<file path="src/rtl/multi_ctrl.sv">
// rtl/multi_ctrl.sv - multi-cycle MIPS main control FSM with perf counters; optional macro MULTI_CTRL_ILLEGAL_TRAP_EN
module multi_ctrl #(
  parameter int STATE_W = 4,
  parameter int CNT_W   = 32
) (
  input  logic               clk,
  input  logic               reset,
  input  logic [5:0]         op,
  input  logic [5:0]         funct,
  input  logic               zero,
  output logic               pc_en,
  output logic [1:0]         pc_src,
  output logic               ir_wr,
  output logic               iord,
  output logic               mem_wr,
  output logic               reg_wr,
  output logic [1:0]         reg_dst,
  output logic [1:0]         mem_to_reg,
  output logic               alu_src_a,
  output logic [1:0]         alu_src_b,
  output logic [1:0]         ext_op,
  output logic [2:0]         alu_op,
  output logic               instr_done,
  output logic               halted,
  output logic [STATE_W-1:0] state,
  output logic [CNT_W-1:0]   instr_cnt,
  output logic [CNT_W-1:0]   cycle_cnt
);

  localparam logic [5:0] OP_R    = 6'b000000;
  localparam logic [5:0] OP_J    = 6'b000010;
  localparam logic [5:0] OP_JAL  = 6'b000011;
  localparam logic [5:0] OP_BEQ  = 6'b000100;
  localparam logic [5:0] OP_BNE  = 6'b000101;
  localparam logic [5:0] OP_ADDI = 6'b001000;
  localparam logic [5:0] OP_ORI  = 6'b001101;
  localparam logic [5:0] OP_LUI  = 6'b001111;
  localparam logic [5:0] OP_LW   = 6'b100011;
  localparam logic [5:0] OP_SW   = 6'b101011;
  localparam logic [5:0] FN_JR   = 6'b001000;

  localparam logic [2:0] ALU_ADD   = 3'b000;
  localparam logic [2:0] ALU_SUB   = 3'b001;
  localparam logic [2:0] ALU_OR    = 3'b010;
  localparam logic [2:0] ALU_LUI   = 3'b011;
  localparam logic [2:0] ALU_FUNCT = 3'b100;

  typedef enum logic [STATE_W-1:0] {
    S_FETCH  = STATE_W'(0),
    S_DECODE = STATE_W'(1),
    S_MEMADR = STATE_W'(2),
    S_MEMRD  = STATE_W'(3),
    S_MEMWB  = STATE_W'(4),
    S_MEMWR  = STATE_W'(5),
    S_EXEC_R = STATE_W'(6),
    S_RWB    = STATE_W'(7),
    S_BRANCH = STATE_W'(8),
    S_EXEC_I = STATE_W'(9),
    S_IWB    = STATE_W'(10),
    S_JUMP   = STATE_W'(11),
    S_HALT   = STATE_W'(12)
  } state_t;

  state_t state_q;
  logic   r_funct_ok;
  logic   decode_illegal;
  state_t illegal_next;

  assign state = state_q;

`ifdef MULTI_CTRL_ILLEGAL_TRAP_EN
  assign illegal_next = S_HALT;
`else
  assign illegal_next = S_FETCH;
`endif

  // classify the IR opcode/funct as supported or not
  always_comb begin
`ifdef MULTI_CTRL_ILLEGAL_TRAP_EN
    // shifts/jr (funct up to 001000) plus the add..nor and slt/sltu ALU group
    r_funct_ok = (funct <= 6'b001000) || (funct[5:3] == 3'b100) ||
                 (funct == 6'b101010) || (funct == 6'b101011);
`else
    r_funct_ok = 1'b1;
`endif
    case (op)
      OP_LW, OP_SW, OP_BEQ, OP_BNE, OP_ADDI, OP_ORI, OP_LUI, OP_J, OP_JAL:
        decode_illegal = 1'b0;
      OP_R:
        decode_illegal = !r_funct_ok;
      default:
        decode_illegal = 1'b1;
    endcase
  end

  // state sequencing and performance counters; reset wins over counting
  always_ff @(posedge clk) begin
    if (reset) begin
      state_q   <= S_FETCH;
      instr_cnt <= '0;
      cycle_cnt <= '0;
    end else begin
      cycle_cnt <= cycle_cnt + CNT_W'(1);
      if (instr_done)
        instr_cnt <= instr_cnt + CNT_W'(1);
      case (state_q)
        S_FETCH:  state_q <= S_DECODE;
        S_DECODE: begin
          if (decode_illegal) begin
            state_q <= illegal_next;
          end else begin
            case (op)
              OP_LW, OP_SW:             state_q <= S_MEMADR;
              OP_R:                     state_q <= (funct == FN_JR) ? S_JUMP : S_EXEC_R;
              OP_BEQ, OP_BNE:           state_q <= S_BRANCH;
              OP_ADDI, OP_ORI, OP_LUI:  state_q <= S_EXEC_I;
              default:                  state_q <= S_JUMP;
            endcase
          end
        end
        S_MEMADR: state_q <= (op == OP_SW) ? S_MEMWR : S_MEMRD;
        S_MEMRD:  state_q <= S_MEMWB;
        S_EXEC_R: state_q <= S_RWB;
        S_EXEC_I: state_q <= S_IWB;
        S_HALT:   state_q <= S_HALT;
        default:  state_q <= S_FETCH;
      endcase
    end
  end

  // datapath controls decoded from the state; reset forces every control low
  always_comb begin
    pc_en      = 1'b0;
    pc_src     = 2'b00;
    ir_wr      = 1'b0;
    iord       = 1'b0;
    mem_wr     = 1'b0;
    reg_wr     = 1'b0;
    reg_dst    = 2'b00;
    mem_to_reg = 2'b00;
    alu_src_a  = 1'b0;
    alu_src_b  = 2'b00;
    ext_op     = 2'b00;
    alu_op     = ALU_ADD;
    instr_done = 1'b0;
    halted     = 1'b0;
    if (!reset) begin
      case (state_q)
        S_FETCH: begin
          ir_wr     = 1'b1;
          pc_en     = 1'b1;
          alu_src_b = 2'b01;
        end
        S_DECODE: begin
          // branch target precomputed here while the opcode is decoded
          alu_src_b = 2'b11;
`ifndef MULTI_CTRL_ILLEGAL_TRAP_EN
          instr_done = decode_illegal;
`endif
        end
        S_MEMADR: begin
          alu_src_a = 1'b1;
          alu_src_b = 2'b10;
        end
        S_MEMRD: iord = 1'b1;
        S_MEMWB: begin
          reg_wr     = 1'b1;
          mem_to_reg = 2'b01;
          instr_done = 1'b1;
        end
        S_MEMWR: begin
          iord       = 1'b1;
          mem_wr     = 1'b1;
          instr_done = 1'b1;
        end
        S_EXEC_R: begin
          alu_src_a = 1'b1;
          alu_op    = ALU_FUNCT;
        end
        S_RWB: begin
          reg_wr     = 1'b1;
          reg_dst    = 2'b01;
          instr_done = 1'b1;
        end
        S_BRANCH: begin
          alu_src_a  = 1'b1;
          alu_op     = ALU_SUB;
          pc_src     = 2'b01;
          pc_en      = (op == OP_BEQ) ? zero : ~zero;
          instr_done = 1'b1;
        end
        S_EXEC_I: begin
          alu_src_a = 1'b1;
          alu_src_b = 2'b10;
          case (op)
            OP_ORI: begin
              ext_op = 2'b01;
              alu_op = ALU_OR;
            end
            OP_LUI: begin
              ext_op = 2'b10;
              alu_op = ALU_LUI;
            end
            default: begin
              ext_op = 2'b00;
              alu_op = ALU_ADD;
            end
          endcase
        end
        S_IWB: begin
          reg_wr     = 1'b1;
          instr_done = 1'b1;
        end
        S_JUMP: begin
          pc_en      = 1'b1;
          instr_done = 1'b1;
          if (op == OP_R) begin
            pc_src = 2'b11;
          end else begin
            pc_src = 2'b10;
            if (op == OP_JAL) begin
              // link: PC already holds PC+4 from FETCH
              reg_wr     = 1'b1;
              reg_dst    = 2'b10;
              mem_to_reg = 2'b10;
            end
          end
        end
        default: begin
`ifdef MULTI_CTRL_ILLEGAL_TRAP_EN
          halted = 1'b1;
`endif
        end
      endcase
    end
  end

endmodule

</file>
<file path="config.mk">
export PLATFORM = sky130hd
export DESIGN_NAME = multi_ctrl
export DESIGN_NICKNAME = d
export VERILOG_FILES = /design/src/rtl/multi_ctrl.sv
export SDC_FILE = /design/constraint.sdc
export NUM_CORES = 1
export LEC_CHECK = 0
export CAP_MARGIN = 25
export CORE_UTILIZATION = 50
export CTS_CLUSTER_SIZE = 30
export DETAILED_ROUTE_END_ITERATION = 10
export GPL_TIMING_DRIVEN = 1
export PLACE_DENSITY_LB_ADDON = 0.12
export SYNTH_ARGS = -nofsm -noshare
export SYNTH_HDL_FRONTEND = slang
export SYNTH_SLANG_ARGS = --single-unit
export TNS_END_PERCENT = 5
</file>
<file path="constraint.sdc">
create_clock -name clk -period 3.76 [get_ports clk]
set_clock_uncertainty 0.2 [all_clocks]
set_input_delay 0.564 -clock clk [delete_from_list [all_inputs] [get_ports clk]]
set_output_delay 0.564 -clock clk [all_outputs]
set_load 0.1 [all_outputs]
</file>
After elaboration in Yosys (flattened, before gate mapping)

Cells that the tools add are included.

Divide/modulo/power cells: 0
Add/subtract/negate cells: 2
Eq/ne operators: 22
Mux-type cells: 40
Bitwise logic cells: 1
Order comparisons: 0
Shifts and indexed selects: 0
Reductions and logical operators: 12
Multipliers: 0

Operators with widths:

| cell                                                 | count |
|---|---|
| adder 32 x 1 -> 32 bit (second input constant)       | 2 |
| case mux 4 bit (7 select lines)                      | 1 |
| equality test 6 x 4 -> 1 bit (second input constant) | 4 |
| equality test 4 bit (second input constant)          | 5 |
| case mux 2 bit (2 select lines)                      | 5 |
| equality test 4 x 3 -> 1 bit (second input constant) | 4 |
| two-way mux 1 bit                                    | 16 |
| two-way mux 2 bit                                    | 8 |
| case mux 4 bit (4 select lines)                      | 1 |
| equality test 6 x 2 -> 1 bit (second input constant) | 2 |
| equality test 6 x 3 -> 1 bit (second input constant) | 2 |
| equality test 6 bit (second input constant)          | 2 |
| OR reduction 10 bit                                  | 1 |
| OR reduction 2 bit                                   | 5 |
| case mux 3 bit (3 select lines)                      | 1 |
| equality test 4 x 2 -> 1 bit (second input constant) | 2 |
| two-way mux 4 bit                                    | 2 |
| zero test 6 bit                                      | 1 |
| two-way mux 3 bit                                    | 2 |
| case mux 1 bit (2 select lines)                      | 3 |
| case mux 2 bit (3 select lines)                      | 1 |
| OR reduction 3 bit                                   | 2 |
| OR reduction 6 bit                                   | 1 |
| equality test 4 x 1 -> 1 bit (second input constant) | 1 |
| 3 further kinds                                      | 3 |

RAM bits: 0
Bits in read-only memories: 0
Bits in registers: 68
Memories kept: 0
Word-level logic and storage cells: 80
Bits in latches: 0

Depth between registers and ports, before layout

Gate-level depths: netlist (run 1).

Depth in word-level cells: 5
Mapped depth: 8
Gate-level depth less buffers: 7

Least setup slack after synthesis (run 1)

No wires, ideal clock.

Path type: reg2out
Start point: register state_q[3], in the netlist state[3]
End point: output pc_en
Buffers on the path: 1
Arrival time: 5.737 ns
Stages on the path, launching flop included: 5
Setup slack: -2.741 ns
Required time: 2.996 ns
Cells stage by stage: dfxtp_1 -> buf_2 -> nor4_1 -> a21oi_1 -> o22ai_1

Longest elaborated chain between the ends: 4

Ends and longest elaborated chain:

| element                                                       | line | RTL |
|---|---|---|
| start: declaration                                            | 64   | `state_t state_q;` |
| start signal: assignment                                      | 110  | `state_q <= illegal_next;` |
| start signal: assignment                                      | 114  | `OP_R: state_q <= (funct == FN_JR) ? S_JUMP : S_EXEC_R;` |
| start signal: assignment                                      | 121  | `S_MEMADR: state_q <= (op == OP_SW) ? S_MEMWR : S_MEMRD;` |
| equality test 4 bit / zero test 4 bit (equally long branches) | 148  | `case (state_q)` |
| OR reduction 2 bit (no source line)                           | -    |  |
| case mux 1 bit (2 select lines) *                             | 148  |  |
| two-way mux 1 bit *                                           | 147  | `if (!reset) begin` |
| end: declaration                                              | 11   | `output logic pc_en,` |

Mark *: on every way between the ends. The rest lies on a longest branch, timed or not.

Final worst setup path (run 1)

Start point: input op[2]
End point: output instr_done

Longest elaborated chain between the ends: 5

Ends and longest elaborated chain:

| element                                     | line | RTL |
|---|---|---|
| start: declaration                          | 8    | `input logic [5:0] op,` |
| equality test 6 bit (tied with other cells) | 86   | `case (op)` |
| OR reduction 10 bit (no source line) *      | -    |  |
| two-way mux 1 bit *                         | 86   |  |
| case mux 1 bit (2 select lines) *           | 148  |  |
| two-way mux 1 bit *                         | 147  |  |
| end: declaration                            | 23   | `output logic instr_done,` |

Marked as above.

==> results.json, run 1 <==
{
  "hold_buffers": 0,
  "cp_slowest_stage_delay_ps": 600,
  "multiInputGateArea_sq_um": 2225,
  "synthesis.nets": 458,
  "cts_resized": 0,
  "clockBufferDepth": 2,
  "drt_pass1_iterations": 4,
  "synth-seq-cells": 68,
  "startpoint_type": "input pin",
  "die_area_sq_um": 7638,
  "initial_core_util": 0.5279,
  "die_h_um": 87.40,
  "cts-buffers-inserted": 9,
  "clkSinkCount": 68,
  "htree_levels": 3,
  "relSlewSlack": 0.3268,
  "synthTopCellsByCount": "nor2_1, dfxtp_1, xnor2_1",
  "path_cells": "clkdlybuf4s50_1 > and2b_1 > a21boi_4 > o31ai_4 > and2_1 > nor2_1 > buf_12",
  "root_buffer": "clkbuf_8",
  "cp.required_ps": 3000,
  "synth_edf_count": 0,
  "synth.most_common_cell": "nor2_1",
  "drt-met1-wl_mm": 3.956,
  "grt_util_all_layers": 0.2329,
  "critPathKind": "in -> out",
  "cts_tree": "yes",
  "crit_fanout": 8,
  "synth.area.top_cells": "dfxtp_1, xnor2_1, nor2_1",
  "cp-startpoint": "op[2]",
  "tns_ps": 0,
  "dp_hpwl_mm": 6.267,
  "ir_drop_uv": 215.2,
  "yosys_warnings": 0,
  "num_vias": 3427,
  "dp_cells": 622,
  "cp-end-kind": "output port",
  "core_sq_um": 6907,
  "tightest_slew_ps": 1007,
  "wl_met3_um": 335,
  "io_buffers": 102,
  "instances_no_fill": 638,
  "outcome": "finished, final reports clean",
  "syn_area_per_cell_sq_um": 8.268,
  "die_w_um": 87.40,
  "r2r.worst_path.cells": 6,
  "synth_ff_type": "dfxtp_1",
  "p_leak_nw": 1.687,
  "antenna_left": 0,
  "clk_latency_ps": 340,
  "post_cts_buffers": 0,
  "io_pins": 104,
  "antenna_cells": 0,
  "finalNetCount": 554,
  "via_per_inst": 5.371,
  "area_delta_synth_final_pct": 36.51,
  "wl_per_cell_um": 13.63,
  "drt_wl_total_mm": 8.696,
  "fmax_mhz": 294.7,
  "seq_area_sq_um": 1361,
  "fin_crit_sh": 0.9025,
  "grt_pass1_wl_mm": 14.21,
  "synth_top_area_frac": 0.3734,
  "gr-total-overflow": 0,
  "hold_violations": 0,
  "grt_max_degree": 77,
  "drcViolationCount": 0,
  "highest_layer": "met4",
  "period_needed_ps": 3393,
  "yosysUniqueCellTypes": 55,
  "yosysSeqAreaShare": 0.3734,
  "drt_iter0_markers": 118,
  "rsz0062_at_grt": "no",
  "route.met2.wl_mm": 4.301,
  "antenna_found_initial": 0,
  "cap_violations": 0,
  "syn_area_sq_um": 3646,
  "clk_pin_slew_ps": 80,
  "r2r-start": "state[2]",
  "endpoint": "instr_done",
  "synthCells": 441,
  "yosysTopAreaCell": "dfxtp_1",
  "hp-class": "reg -> reg",
  "maxSlewViolCount": 0,
  "fillCellCount": 600,
  "p_per_area_nw_per_um2": 317.2,
  "drive_above_1_share": 0.1236,
  "grt_pass1_vias": 3041,
  "setup_violations": 0,
  "critPathSlowestCell": "clkdlybuf4s50_1",
  "rows": 30,
  "crit_arrival_ps": 2630,
  "reg2reg_to": "instr_cnt[27]",
  "synthArstFlopShare": 0,
  "gp_congestion": 0.8526,
  "reg2reg_slack_ps": 910
}
## metal layers
metal | vias up | track usage
met5 | - | 0
met4 | 0 | 0.07452
met3 | 9 | 0.04076
met2 | 77 | 0.3942
met1 | 1605 | 0.3005
li1 | 1736 | -
## through the flow
stage | hold WS (ps) | area, sq um | total power, W | utilization | setup WS (ps)
floorplan | 570.3 | 3705 | 0.0009473 | - | -892.0
global placement | 242.6 | 4785 | 0.001008 | 0.6928 | 429.6
detailed placement | 253.5 | 4785 | 0.001012 | 0.6928 | 373.6
CTS | 272.0 | 4977 | 0.001592 | 0.7207 | 371.6
global route | 317.2 | 4977 | 0.001641 | 0.7207 | 231.4
finish | 269.0 | 4977 | 0.001579 | 0.7207 | 366.7
## layout by cell type (no fill, tap or decap), drive strengths merged, types with 10 or more instances in the layout
cell / Yosys / final
a21oi: 30 / 30
and3: 10 / 10
buf: 8 / 29
clkbuf: 13 / 10
clkdlybuf4s50: 0 / 77
dfxtp: 68 / 68
nand2: 27 / 27
nand3: 22 / 22
nand4: 15 / 15
nor2: 72 / 72
nor3: 12 / 12
xnor2: 38 / 38
xor2: 23 / 23
## logic make-up (layout without fill, tap and decap cells)
kind of cell	Yosys count	count (layout)	share of synthesized area
simple gates	210	210	0.2986
compound gates	69	69	0.1383
flops	68	68	0.3734
xor+xnor	61	61	0.1465
buf+inv	29	130	0.03260
fa+ha+maj	2	2	0.006862
other cells	1	1	0.001029
mux	1	1	0.002745
## flip-flops by register name (all words and copies together) (netlist names)
name,count
cycle_cnt,32
instr_cnt,32
state,4
## where the power goes
group          switching [W]  internal (W)  total [W]  leakage, nW
clock               0.000277      0.000306   0.000584       0.0962
combinational       0.000181     0.0000715   0.000253         1.04
sequential         0.0000142      0.000728   0.000742        0.549
total               0.000473       0.00111    0.00158         1.69
## worst max-delay path: cells and delay by family
family / cells / cell delay (ps)
AND/OR/NAND/NOR: 3 / 620
AO/OA/AOI/OAI: 2 / 620
buffers and inverters: 2 / 820
## worst min-delay path by stage
stage / start / to / cells past startpoint
floorplan: reset / state[3] / 3
global placement: cycle_cnt[0] / cycle_cnt[0] / 1
detailed placement: cycle_cnt[0] / cycle_cnt[0] / 1
CTS: cycle_cnt[0] / cycle_cnt[0] / 1
global route: cycle_cnt[0] / cycle_cnt[0] / 1
finish: cycle_cnt[0] / cycle_cnt[0] / 1
## final cells by class
class | count | share of cell area
well taps | 96 | 0.02413
clock buffers | 10 | 0.02564
inverters | 8 | 0.006033
flip-flops and latches | 68 | 0.2735
repair buffers | 106 | 0.2107
clock inverters | 6 | 0.01307
multi-input cells | 344 | 0.4470
Power figures use the tool's default switching activity.
==> inputs of run 2 (changes only) <==
Settings changed: CORE_MARGIN set to 8.
==> run 2 against run 1 <==
Against the previous run:
- hold slack improved by 6.0 ps
- utilization fell by 2.0 points
- sequential share of layout area decreased by 0.27 points
- clock-buffer cell count grew 2
- die area grew 35%
- wire length rose by 8.3%
- maximum frequency down 0.38%
- non-clock buffer count up 1
- critical path type unchanged
- critical endpoint unchanged
- largest cell class unchanged
==> results.json, run 2 (synthesis results as in run 1) <==
{
  "finalPower_w": 0.001588,
  "io_buffers": 102,
  "grt_util_all_layers": 0.1881,
  "gp_congestion": 0.8559,
  "dpl_cell_area_sq_um": 4833,
  "r2r-start": "state[2]",
  "antenna_cells": 0,
  "reg2reg_to": "instr_cnt[29]",
  "hold_violations": 0,
  "antenna_left": 0,
  "core_sq_um": 7176,
  "antenna_found_initial": 0,
  "crit_fanout": 8,
  "fin_crit_sh": 0.9059,
  "maxSlewViolCount": 0,
  "hp-class": "reg -> reg",
  "cp-startpoint": "op[2]",
  "ir_drop_uv": 202.9,
  "htree_levels": 3,
  "cts_tree": "yes",
  "clockBufferDepth": 2,
  "cp.required_ps": 3000,
  "fmax_mhz": 293.6,
  "endpoint": "instr_done",
  "p_leak_nw": 1.704,
  "final_util": 0.7006,
  "io_pins": 104,
  "grt_pass1_wl_mm": 15.75,
  "tns_ps": 0,
  "drt_pass1_iterations": 4,
  "die_area_sq_um": 10280,
  "dpl_worst_slack_ps": 381.2,
  "p_per_area_nw_per_um2": 315.9,
  "clk_pin_slew_ps": 70,
  "rsz0062_at_grt": "no",
  "crit_arrival_ps": 2640,
  "drt_iter0_markers": 105,
  "cp-end-kind": "output port",
  "die_h_um": 101.4,
  "final_cell_mix": "clkdlybuf4s50_1, nor2_1, dfxtp_1",
  "fin_area_sq_um": 5027,
  "grt_max_degree": 77,
  "root_buffer": "clkbuf_8",
  "critPathKind": "in -> out",
  "clkSinkCount": 68,
  "relSlewSlack": 0.3223,
  "r2r.worst_path.cells": 6,
  "die_w_um": 101.4,
  "outcome": "finished, final reports clean",
  "drt_wl_total_mm": 9.416,
  "reg2reg_slack_ps": 1000,
  "cts_resized": 0,
  "drcViolationCount": 0,
  "tightest_slew_ps": 1013,
  "via_per_inst": 5.383,
  "startpoint_type": "input pin",
  "initial_core_util": 0.5081,
  "rows": 31,
  "drive_above_1_share": 0.1234,
  "final_common_cell": "clkdlybuf4s50_1",
  "dp_hpwl_mm": 6.984,
  "wl_per_cell_um": 14.67,
  "num_vias": 3456,
  "finalNetCount": 555,
  "cts-buffers-inserted": 9,
  "setup_violations": 0,
  "hold_buffers": 0,
  "layout_setup_ws_ps": 353.9,
  "gr-total-overflow": 0,
  "area_delta_synth_final_pct": 37.89,
  "post_cts_buffers": 0,
  "period_needed_ps": 3406,
  "cap_violations": 0,
  "grt_pass1_vias": 3371,
  "clk_latency_ps": 330
}
-- run 2: cell types whose count changed in the layout (fill, tap and decap cells not counted) --
cell	previous run	this run
clkbuf_8	9	10
buf_12	5	8
clkinvlp_4	1	0
buf_4	23	21
clkinv_4	2	1
clkbuf_1	1	2
-- run 2: power by group --
| group | switching (W) | total (W) | leakage, nW | internal [W] |
|---|---|---|---|---|
| Combinational | 0.000181 | 0.000252 | 1.05 | 0.0000716 |
| Clock | 0.000268 | 0.000592 | 0.100 | 0.000324 |
| Sequential | 0.0000157 | 0.000744 | 0.549 | 0.000728 |
-- run 2: worst min-delay path by stage --
| stage | startpoint | to | slack (ps) | depth (start not counted) |
|---|---|---|---|---|
| after floorplan | reset | state[3] | 570 | 3 |
| after global placement | cycle_cnt[0] | cycle_cnt[0] | 260 | 1 |
| after detailed placement | cycle_cnt[0] | cycle_cnt[0] | 270 | 1 |
| after CTS | cycle_cnt[0] | cycle_cnt[0] | 290 | 1 |
| after global routing | cycle_cnt[0] | cycle_cnt[0] | 300 | 1 |
| final | cycle_cnt[0] | cycle_cnt[0] | 270 | 1 |
-- run 2: worst max-delay path, cell delays in order --
cell,delay (ps)
clkdlybuf4s50_1,620
and2b_1,260
a21boi_4,170
o31ai_4,430
and2_1,280
nor2_1,100
buf_12,220
-- run 2: cell type report --
type	instances	area, sq um
Timing Repair Buffer	107	1094
Tap cell	99	123.9
Sequential cell	68	1361
Clock buffer	12	145.1
Multi-Input combinational cell	344	2225
Inverter	8	30.03
Fill cell	572	2148
Clock inverter	4	48.80
-- run 2: through the flow --
step | hold slack (ps) | cells
2_1_floorplan | 570.3 | 441
3_3_place_gp | 258.6 | 626
3_5_place_dp | 269.1 | 626
4_1_cts | 285.2 | 642
5_1_grt | 304.3 | 642
6_report | 275.0 | 642
-- run 2: layer usage --
metal,global-route usage,vias to the layer above,routed length (um)
met3,0.05704,8,644
li1,-,1739,-
met2,0.3203,93,4521
met1,0.2204,1616,4159
met5,0,-,0
met4,0.05842,0,90
==> inputs of run 3 (changes only) <==
Clock period 3.76 ns to 4.31 ns, I/O delays scaled along.
==> run 3 against run 2 <==
Against the previous run:
- largest power group unchanged
- register-to-register slack gained 570 ps
- clock power shrank 3%
- sequential power shrank 13%
- critical path depth is the same
- global-route usage grew 0.054 points
- final cell count shrank 0.31%
- highest routed layer unchanged
- first-iteration DRC count grew 71%
==> results.json, run 3 (synthesis results as in run 1) <==
{
  "grt-busiest-layer": "met2",
  "gp_congestion": 0.9034,
  "dpl_cell_area_sq_um": 4687,
  "use_met2": 0.3148,
  "relSlewSlack": 0.3180,
  "tns_ps": 0,
  "fillCellCount": 594,
  "core_sq_um": 7176,
  "fin_area_sq_um": 4903,
  "cts_tree": "yes",
  "period_needed_ps": 3601,
  "die_w_um": 101.4,
  "cp-end-kind": "output port",
  "hold_slack_ps": 262.5,
  "wl_per_cell_um": 14.89,
  "p_leak_nw": 1.637,
  "hp-class": "reg -> reg",
  "cap_violations": 0,
  "rows": 31,
  "ir_drop_uv": 198.9,
  "startpoint_type": "input pin",
  "fin_crit_sh": 0.8356,
  "die_h_um": 101.4,
  "dp_hpwl_mm": 7.107,
  "hold_buffers": 0,
  "final_common_cell": "clkdlybuf4s50_1",
  "clk_latency_ps": 340,
  "root_buffer": "clkbuf_8",
  "antenna_found_initial": 0,
  "drive_above_1_share": 0.1054,
  "cp.required_ps": 3460,
  "via_per_inst": 5.473,
  "grt_util_met1": 0.2191,
  "p_per_area_nw_per_um2": 292.0,
  "drcViolationCount": 0,
  "tightest_slew_ps": 1020,
  "htree_levels": 3,
  "hold_violations": 0,
  "drt_pass1_iterations": 4,
  "grt_pass1_vias": 3327,
  "initial_core_util": 0.5081,
  "critPathKind": "in -> out",
  "io_pins": 104,
  "drt_iter0_markers": 180,
  "dpl_worst_slack_ps": 743.3,
  "maxSlewViolCount": 0,
  "finalNetCount": 553,
  "final_cell_mix": "clkdlybuf4s50_1, nor2_1, dfxtp_1",
  "gr-total-overflow": 0,
  "area_delta_synth_final_pct": 34.49,
  "drt_wl_total_mm": 9.528,
  "cts_resized": 0,
  "setup_violations": 0,
  "crit_fanout": 8,
  "fmax_mhz": 277.7,
  "post_cts_buffers": 0,
  "grt_util_all_layers": 0.1886,
  "crit_arrival_ps": 2750,
  "num_vias": 3503,
  "rsz0062_at_grt": "no",
  "layout_setup_ws_ps": 708.7,
  "clkSinkCount": 68,
  "clockBufferDepth": 2,
  "grt_pass1_wl_mm": 15.75,
  "die_area_sq_um": 10280,
  "grt_use_met3": 0.06117,
  "antenna_left": 0,
  "io_buffers": 102,
  "antenna_cells": 0,
  "outcome": "finished, final reports clean",
  "cts-buffers-inserted": 9,
  "clk_pin_slew_ps": 60,
  "grt_max_degree": 77
}
-- run 3: per-stage QoR --
| step | instances | total power, W | util |
|---|---|---|---|
| floorplan | 441 | 0.0008238 | - |
| global placement | 624 | 0.0008716 | 0.6532 |
| detailed placement | 624 | 0.0008742 | 0.6532 |
| CTS | 640 | 0.001441 | 0.6833 |
| global route | 640 | 0.001485 | 0.6833 |
| finish | 640 | 0.001432 | 0.6833 |
-- run 3: cell type report --
| type | instances | area, sq um | area share |
|---|---|---|---|
| multi-input combinational | 344 | 2183 | 0.4453 |
| inverter | 8 | 30.03 | 0.006124 |
| sequential | 68 | 1361 | 0.2776 |
| clock buffer | 10 | 127.6 | 0.02603 |
| timing repair buffer | 105 | 988.4 | 0.2016 |
| clock inverter | 6 | 88.84 | 0.01812 |
| tap | 99 | 123.9 | 0.02526 |
-- run 3: worst max-delay path, cell delays in order --
cell             delay, ps
clkdlybuf4s50_1        630
and2b_1                260
a21boi_4               170
o31ai_4                440
and2_1                 280
nor2_1                  60
buf_4                  260
-- run 3: path summary, 6_finish.rpt --
check | start | endpoint | slack, ps | cells past startpoint
worst max-delay path | op[2] | instr_done | 710 | 7
worst min register to register | cycle_cnt[0] | cycle_cnt[0] | 260 | 1
worst max register to register | state[2] | instr_cnt[27] | 1570 | 6
worst min-delay path | cycle_cnt[0] | cycle_cnt[0] | 260 | 1
-- run 3: per-layer routing --
metal	share of wire	vias to the layer above
met5	0	-
met4	0.014	0
met3	0.072	11
met2	0.48	100
met1	0.43	1658
li1	-	1734
-- run 3: report_power, final --
group	internal (W)	switching [W]	leakage, nW
Combinational	0.0000561	0.000154	0.986
Sequential	0.000635	0.0000145	0.549
Clock	0.000326	0.000246	0.102
Total	0.00102	0.000415	1.64
